--- src/rtl/accel_pkg.sv ---
// Shared definitions for the accelerometer SPI sequencer: register map, FSM enums, helpers.
// Optional WHO_AM_I probe states are present only when WHOAMI_CHECK_EN is defined.
`timescale 1ns/1ps
package accel_pkg;

    localparam logic [7:0] REG_WHO_AM_I = 8'h0F;
    localparam logic [7:0] REG_CTRL1    = 8'h20;
    localparam logic [7:0] REG_CTRL4    = 8'h23;
    localparam logic [7:0] REG_OUT_X_L  = 8'h28;
    localparam logic [7:0] WHOAMI_VAL   = 8'h33;
    localparam logic [2:0] LAST_IDX     = 3'd5;

    typedef enum logic [2:0] {
        ST_CFG1,
        ST_CFG4,
        ST_IDLE,
        ST_RD,
        ST_PUBLISH
`ifdef WHOAMI_CHECK_EN
        , ST_ID,
        ST_ID_WAIT
`endif
    } state_e;

    typedef enum logic {
        PH_ISSUE,
        PH_BUSY
    } phase_e;

    // States that own an SPI transaction (ISSUE/BUSY phases apply)
    function automatic logic is_access(input state_e s);
        case (s)
            ST_CFG1, ST_CFG4, ST_RD: return 1'b1;
`ifdef WHOAMI_CHECK_EN
            ST_ID:                   return 1'b1;
`endif
            default:                 return 1'b0;
        endcase
    endfunction

endpackage

--- src/rtl/sample_timer.sv ---
// Free-running modulo-DIV counter, enabled once start_i is high; tick_o marks the wrap cycle.
`timescale 1ns/1ps
module sample_timer #(
    parameter int unsigned DIV = 100000
) (
    input  logic clk,
    input  logic reset,
    input  logic start_i,
    output logic tick_o
);

    localparam int unsigned W = (DIV > 1) ? $clog2(DIV) : 1;
    localparam logic [W-1:0] LAST = W'(DIV - 1);
    localparam logic [W-1:0] ONE  = W'(1);

    logic [W-1:0] cnt_q, cnt_d;

    // Counter register
    always_ff @(posedge clk) begin
        if (reset) begin
            cnt_q <= '0;
        end else begin
            cnt_q <= cnt_d;
        end
    end

    // Wrap detection and next count
    always_comb begin
        cnt_d  = cnt_q;
        tick_o = 1'b0;
        if (start_i) begin
            if (cnt_q == LAST) begin
                cnt_d  = '0;
                tick_o = 1'b1;
            end else begin
                cnt_d  = cnt_q + ONE;
            end
        end else begin
            cnt_d = cnt_q;
        end
    end

endmodule

--- src/rtl/accel_ctrl.sv ---
// Accelerometer sequencer: configures the sensor, then periodically burst-reads X/Y/Z over SPI.
// Define WHOAMI_CHECK_EN to probe WHO_AM_I before configuration and expose id_err.
`timescale 1ns/1ps
module accel_ctrl
    import accel_pkg::*;
#(
    parameter int unsigned SAMPLE_DIV = 100000,
    parameter logic [7:0]  CTRL1_VAL  = 8'h57,
    parameter logic [7:0]  CTRL4_VAL  = 8'h08
) (
    input  logic        clk,
    input  logic        reset,
    input  logic        run,
    output logic [7:0]  spi_addr,
    output logic [7:0]  spi_wdata,
    output logic        spi_read,
    output logic        spi_enable,
    input  logic [7:0]  spi_rdata,
    input  logic        spi_done,
    output logic [15:0] x_out,
    output logic [15:0] y_out,
    output logic [15:0] z_out,
    output logic        sample_valid,
    output logic        init_done,
    output logic        overrun
`ifdef WHOAMI_CHECK_EN
    ,
    output logic        id_err
`endif
);

`ifdef WHOAMI_CHECK_EN
    localparam state_e RESET_STATE = ST_ID;
`else
    localparam state_e RESET_STATE = ST_CFG1;
`endif

    state_e           state_q, state_d;
    phase_e           phase_q, phase_d;
    logic [2:0]       idx_q, idx_d;
    logic [4:0][7:0]  stage_q, stage_d;
    logic             pending_q, pending_d;
    logic             overrun_q, overrun_d;
    logic             init_done_q, init_done_d;
    logic             valid_q, valid_d;
    logic [15:0]      x_q, x_d, y_q, y_d, z_q, z_d;
    logic             tick_s;
    logic             done_s;
`ifdef WHOAMI_CHECK_EN
    logic [7:0]       wait_q, wait_d;
    logic             id_err_q, id_err_d;
`endif

    sample_timer #(.DIV(SAMPLE_DIV)) u_timer (
        .clk     (clk),
        .reset   (reset),
        .start_i (init_done_q),
        .tick_o  (tick_s)
    );

    // State and datapath registers
    always_ff @(posedge clk) begin
        if (reset) begin
            state_q     <= RESET_STATE;
            phase_q     <= PH_ISSUE;
            idx_q       <= 3'd0;
            stage_q     <= '0;
            pending_q   <= 1'b0;
            overrun_q   <= 1'b0;
            init_done_q <= 1'b0;
            valid_q     <= 1'b0;
            x_q         <= 16'h0000;
            y_q         <= 16'h0000;
            z_q         <= 16'h0000;
`ifdef WHOAMI_CHECK_EN
            wait_q      <= 8'h00;
            id_err_q    <= 1'b0;
`endif
        end else begin
            state_q     <= state_d;
            phase_q     <= phase_d;
            idx_q       <= idx_d;
            stage_q     <= stage_d;
            pending_q   <= pending_d;
            overrun_q   <= overrun_d;
            init_done_q <= init_done_d;
            valid_q     <= valid_d;
            x_q         <= x_d;
            y_q         <= y_d;
            z_q         <= z_d;
`ifdef WHOAMI_CHECK_EN
            wait_q      <= wait_d;
            id_err_q    <= id_err_d;
`endif
        end
    end

    assign done_s = is_access(state_q) && (phase_q == PH_BUSY) && spi_done;

    // Sequencing, transaction phases, sample assembly and tick bookkeeping
    always_comb begin
        state_d     = state_q;
        phase_d     = phase_q;
        idx_d       = idx_q;
        stage_d     = stage_q;
        pending_d   = pending_q;
        overrun_d   = overrun_q;
        init_done_d = init_done_q;
        valid_d     = 1'b0;
        x_d         = x_q;
        y_d         = y_q;
        z_d         = z_q;
`ifdef WHOAMI_CHECK_EN
        wait_d      = wait_q;
        id_err_d    = id_err_q;
`endif

        if (is_access(state_q)) begin
            if (phase_q == PH_ISSUE) begin
                phase_d = PH_BUSY;
            end else if (spi_done) begin
                phase_d = PH_ISSUE;
            end else begin
                phase_d = PH_BUSY;
            end
        end else begin
            phase_d = PH_ISSUE;
        end

        case (state_q)
            ST_CFG1: begin
                if (done_s) begin
                    state_d = ST_CFG4;
                end else begin
                    state_d = ST_CFG1;
                end
            end
            ST_CFG4: begin
                if (done_s) begin
                    state_d     = ST_IDLE;
                    init_done_d = 1'b1;
                end else begin
                    state_d = ST_CFG4;
                end
            end
            ST_IDLE: begin
                if ((tick_s || pending_q) && run) begin
                    state_d   = ST_RD;
                    idx_d     = 3'd0;
                    pending_d = 1'b0;
                end else begin
                    state_d = ST_IDLE;
                end
            end
            ST_RD: begin
                if (done_s) begin
                    if (idx_q == LAST_IDX) begin
                        // Last byte is used straight off the bus so all axes update together
                        state_d = ST_PUBLISH;
                        x_d     = {stage_q[1], stage_q[0]};
                        y_d     = {stage_q[3], stage_q[2]};
                        z_d     = {spi_rdata, stage_q[4]};
                        valid_d = 1'b1;
                    end else begin
                        stage_d[idx_q] = spi_rdata;
                        idx_d          = idx_q + 3'd1;
                    end
                end else begin
                    state_d = ST_RD;
                end
            end
            ST_PUBLISH: begin
                state_d = ST_IDLE;
            end
`ifdef WHOAMI_CHECK_EN
            ST_ID: begin
                if (done_s) begin
                    if (spi_rdata == WHOAMI_VAL) begin
                        id_err_d = 1'b0;
                        state_d  = ST_CFG1;
                    end else begin
                        id_err_d = 1'b1;
                        wait_d   = 8'h00;
                        state_d  = ST_ID_WAIT;
                    end
                end else begin
                    state_d = ST_ID;
                end
            end
            ST_ID_WAIT: begin
                if (wait_q == 8'hFF) begin
                    state_d = ST_ID;
                end else begin
                    wait_d = wait_q + 8'd1;
                end
            end
`endif
            default: begin
                state_d = RESET_STATE;
                phase_d = PH_ISSUE;
            end
        endcase

        // Ticks in IDLE are consumed (or discarded) by the IDLE branch above
        if (tick_s && (state_q != ST_IDLE)) begin
            if (pending_q) begin
                overrun_d = 1'b1;
            end else begin
                pending_d = 1'b1;
            end
        end else begin
            overrun_d = overrun_d;
        end
    end

    // SPI request decode; held quiet while reset is asserted
    always_comb begin
        spi_addr   = 8'h00;
        spi_wdata  = 8'h00;
        spi_read   = 1'b0;
        spi_enable = 1'b0;
        if (!reset) begin
            spi_enable = is_access(state_q) && (phase_q == PH_ISSUE);
            case (state_q)
                ST_CFG1: begin
                    spi_addr  = REG_CTRL1;
                    spi_wdata = CTRL1_VAL;
                end
                ST_CFG4: begin
                    spi_addr  = REG_CTRL4;
                    spi_wdata = CTRL4_VAL;
                end
                ST_RD: begin
                    spi_addr = REG_OUT_X_L + {5'd0, idx_q};
                    spi_read = 1'b1;
                end
`ifdef WHOAMI_CHECK_EN
                ST_ID: begin
                    spi_addr = REG_WHO_AM_I;
                    spi_read = 1'b1;
                end
`endif
                default: begin
                    spi_addr = 8'h00;
                end
            endcase
        end else begin
            spi_enable = 1'b0;
        end
    end

    assign x_out        = x_q;
    assign y_out        = y_q;
    assign z_out        = z_q;
    assign sample_valid = valid_q;
    assign init_done    = init_done_q;
    assign overrun      = overrun_q;
`ifdef WHOAMI_CHECK_EN
    assign id_err       = id_err_q;
`endif

endmodule

--- config.mk ---
export PLATFORM = sky130hd
export DESIGN_NAME = accel_ctrl
export DESIGN_NICKNAME = d
export VERILOG_FILES = /design/src/rtl/accel_pkg.sv /design/src/rtl/sample_timer.sv /design/src/rtl/accel_ctrl.sv
export SDC_FILE = /design/constraint.sdc
export NUM_CORES = 1
export LEC_CHECK = 0
export CORE_MARGIN = 2
export CORE_UTILIZATION = 56
export DETAILED_ROUTE_END_ITERATION = 12
export GPL_ROUTABILITY_DRIVEN = 0
export PLACE_DENSITY = 0.84
export SETUP_SLACK_MARGIN = 0.1
export SLEW_MARGIN = 20
export SYNTH_ARGS = -nofsm -noshare
export SYNTH_HDL_FRONTEND = slang
export SYNTH_SLANG_ARGS = --single-unit
--- constraint.sdc ---
create_clock -name clk -period 3.65 [get_ports clk]
set_input_delay 0.73 -clock clk [delete_from_list [all_inputs] [get_ports clk]]
set_output_delay 0.73 -clock clk [all_outputs]
set_load 0.005 [all_outputs]
==> flow_summary.toml <==
[grt]
overflow = 0
antenna_found_initial = 0
grt_pass1_wl_mm = 17.7
grt_pass1_vias = 3671
grt_usage_pct = 25.7
grt_max_degree = 49

[sta]
slew_viol_final = 0
fin_skew_ns = 0.00592
fin_crit_ns = 3.08
slew_headroom_pct = 50.0
finalSetupTns_ns = 0
timing.fmax_mhz = 324
setup_violations = 0
setup_ws_ns = 0.566
period_share_pct = 84.5
worstMarginPinSlew_ns = 0.743
hold_violations = 0
grt_setup_unrepaired = "no"

[power]
p_seq_share_pct = 42.0
p_sw_uw = 604
total_power_mw = 3.04
p_leak_nw = 2.22
switching_share_pct = 19.9
power.share.clock_pct = 55.3
combPwrFrac_pct = 2.7
cellPowerDensity_nw_per_um2 = 515
internal-power_mw = 2.43
ir_worst_vdd_uv = 407

[clocking]
clockBufferDepth = 2
clkSinkCount = 116
cts-resized-gates = 0
path_clk_slew_ns = 0.05
post-cts-setup-buffers = 0
cts_root_buffer = "clkbuf_8"
insertion_delay_ns = 0.52
cts_buffers = 17
ctsHoldBuffers = 0
cts_max_level = 4
tritoncts = "done"

[logic_synthesis]
synth_warnings = 0
synth_ff_type = "dfxtp_1"
netlist_area_um2 = 4610
synth_top_area_share_pct = 50.4
ys_seq_area_share_pct = 50.4
synth_cell_type_count = 51
ys_ff_latch = 116
ys_async_sr_fraction_pct = 0
synth_cells = 538
synth.area.top_cells = "dfxtp_1, nand2_1, mux2i_1"
synth_edf_count = 0
synth.largest_area_cell = "dfxtp_1"
avgSynthCellArea_um2 = 8.56

[route]
firstDrtPassIters = 8
wirelength_mm = 10.8
antenna_left = 0
vias_per_cell = 5.51
wire_per_inst_um = 15.1
drtIter0Drc = 274
drc_errors = 0
vias = 3917

[floorplan]
boundaryPins = 81
die-area_um2 = 8970
die_h_um = 94.7
initial_core_util_pct = 56.9
fp.coreArea_um2 = 8090
die_x_um = 94.7
num_rows = 33

[setup_path]
crit_arrival_ns = 2.35
worstSetupPathType = "register to output port"
crit_required_ns = 2.92
endpoint_kind = "output port"
start_kind = "register"
cp_max_fo = 19
r2r_slack_ns = 1.35

[placed_design]
detailedPlacementHpwl_mm = 6.74
preCtsSetupSlack_ns = 0.691
port_buffers = 75

[cells_and_area]
layout-drive-gt1-share_pct = 7.59
syn2layout_area_growth_pct = 28.0
n_antenna_cell = 0
nets = 609
fin_util_pct = 72.9

[job]
drv_cap = 0

[status]
outcome = "completed"

[hold_path]
min-delay-path-class = "register to register"
==> path summary, 6_finish.rpt <==
path | end | cells past startpoint | startpoint
max | spi_wdata[4] | 2 | state_q[1]$_SDFFE_PP0N_
max reg2reg | stage_q[29]$_SDFFE_PP0P_ | 4 | state_q[1]$_SDFFE_PP0N_
min reg2reg | x_out[7]$_SDFFE_PP0P_ | 2 | x_out[7]$_SDFFE_PP0P_
min | x_out[7]$_SDFFE_PP0P_ | 2 | x_out[7]$_SDFFE_PP0P_
==> worst max-delay path: stages (launching register included) <==
cell and delay [ns]:
dfxtp_1 0.49, nor4_1 0.70, clkdlybuf4s50_1 0.65
==> cell families (layout without fill, tap and decap cells) <==
family | Yosys count | count (layout) | share of synthesized area, %
fa+ha+maj | 3 | 3 | 0.815
flops | 116 | 116 | 50.4
buf+inv | 53 | 117 | 5.81
compound gates | 85 | 85 | 10.2
simple gates | 238 | 238 | 23.9
mux | 28 | 28 | 6.08
xor+xnor | 14 | 14 | 2.66
other cells | 1 | 5 | 0.0814
==> registers in the layout, summed over array words and instances, names as in the netlist <==
signal and cells:
z_out 16, phase_q 1, x_out 16, init_done 1
overrun 1, y_out 16, idx_q 3, u_timer.cnt_q 17
state_q 3, pending_q 1, stage_q 40, sample_valid 1
==> power groups by stage <==
stage	logic [mW]	registers, mW	clock network, mW
floorplan	0.0518	1.30	0
global placement	0.0788	1.30	0
detailed placement	0.0808	1.30	0
CTS	0.0817	1.28	1.70
global route	0.0890	1.28	1.76
finish	0.0820	1.28	1.68
==> synthesized netlist by cell type, drive strengths merged, types with 2 or more instances <==
| cell type | instances |
|---|---|
| mux2i | 28 |
| ha | 3 |
| nand4 | 11 |
| or4 | 2 |
| o21ai | 20 |
| and4 | 2 |
| nand3 | 26 |
| a21oi | 55 |
| or2 | 2 |
| nand4b | 2 |
| xor2 | 4 |
| dfxtp | 116 |
| buf | 21 |
| o311ai | 3 |
| nor3 | 4 |
| nor4b | 2 |
| nor2 | 45 |
| inv | 7 |
| nand2 | 122 |
| and3 | 5 |
| nor4 | 6 |
| xnor2 | 10 |
| clkbuf | 25 |
| nor3b | 4 |
==> cells in the final DEF (no fill, tap or decap), types with 3 or more instances in the layout <==
| cell | instances |
|---|---|
| nor3_1 | 4 |
| and3_1 | 4 |
| inv_1 | 7 |
| clkbuf_16 | 16 |
| nand3_1 | 25 |
| xor2_1 | 4 |
| clkdlybuf4s50_1 | 74 |
| bufinv_16 | 4 |
| xnor2_1 | 10 |
| nor2_1 | 45 |
| nor4_1 | 5 |
| clkbuf_8 | 3 |
| nand2_1 | 121 |
| conb_1 | 5 |
| mux2i_1 | 28 |
| nand4_1 | 10 |
| o21ai_0 | 3 |
| dfxtp_1 | 116 |
| clkinv_2 | 6 |
| buf_4 | 4 |
| ha_1 | 3 |
| o21ai_1 | 16 |
| a21oi_1 | 55 |
==> area by class of cell <==
class,instances,area (um2)
Clock buffer,20,445
Clock inverter,11,158
Fill cell,597,2200
Inverter,7,26.3
Multi-Input combinational cell,373,2040
Sequential cell,116,2320
Tap cell,105,131
Timing Repair Buffer,79,776
==> routing by layer <==
metal | part of all wire (%) | vias to the layer above | global-route usage, %
li1 | - | 1923 | -
met1 | 44 | 1842 | 33.0
met2 | 49 | 131 | 40.7
met3 | 5.5 | 21 | 7.18
met4 | 2.1 | 0 | 11.2
met5 | 0 | - | 0
==> metrics by stage <==
| stage | cell area [um2] | hold WS (ns) | instances |
|---|---|---|---|
| 2_1_floorplan | 4620 | 0.432 | 542 |
| 3_3_place_gp | 5290 | 0.443 | 680 |
| 3_5_place_dp | 5290 | 0.447 | 680 |
| 4_1_cts | 5900 | 0.456 | 711 |
| 5_1_grt | 5900 | 0.471 | 711 |
| 6_report | 5900 | 0.455 | 711 |
Note: power is estimated with default switching activity, not from simulation.
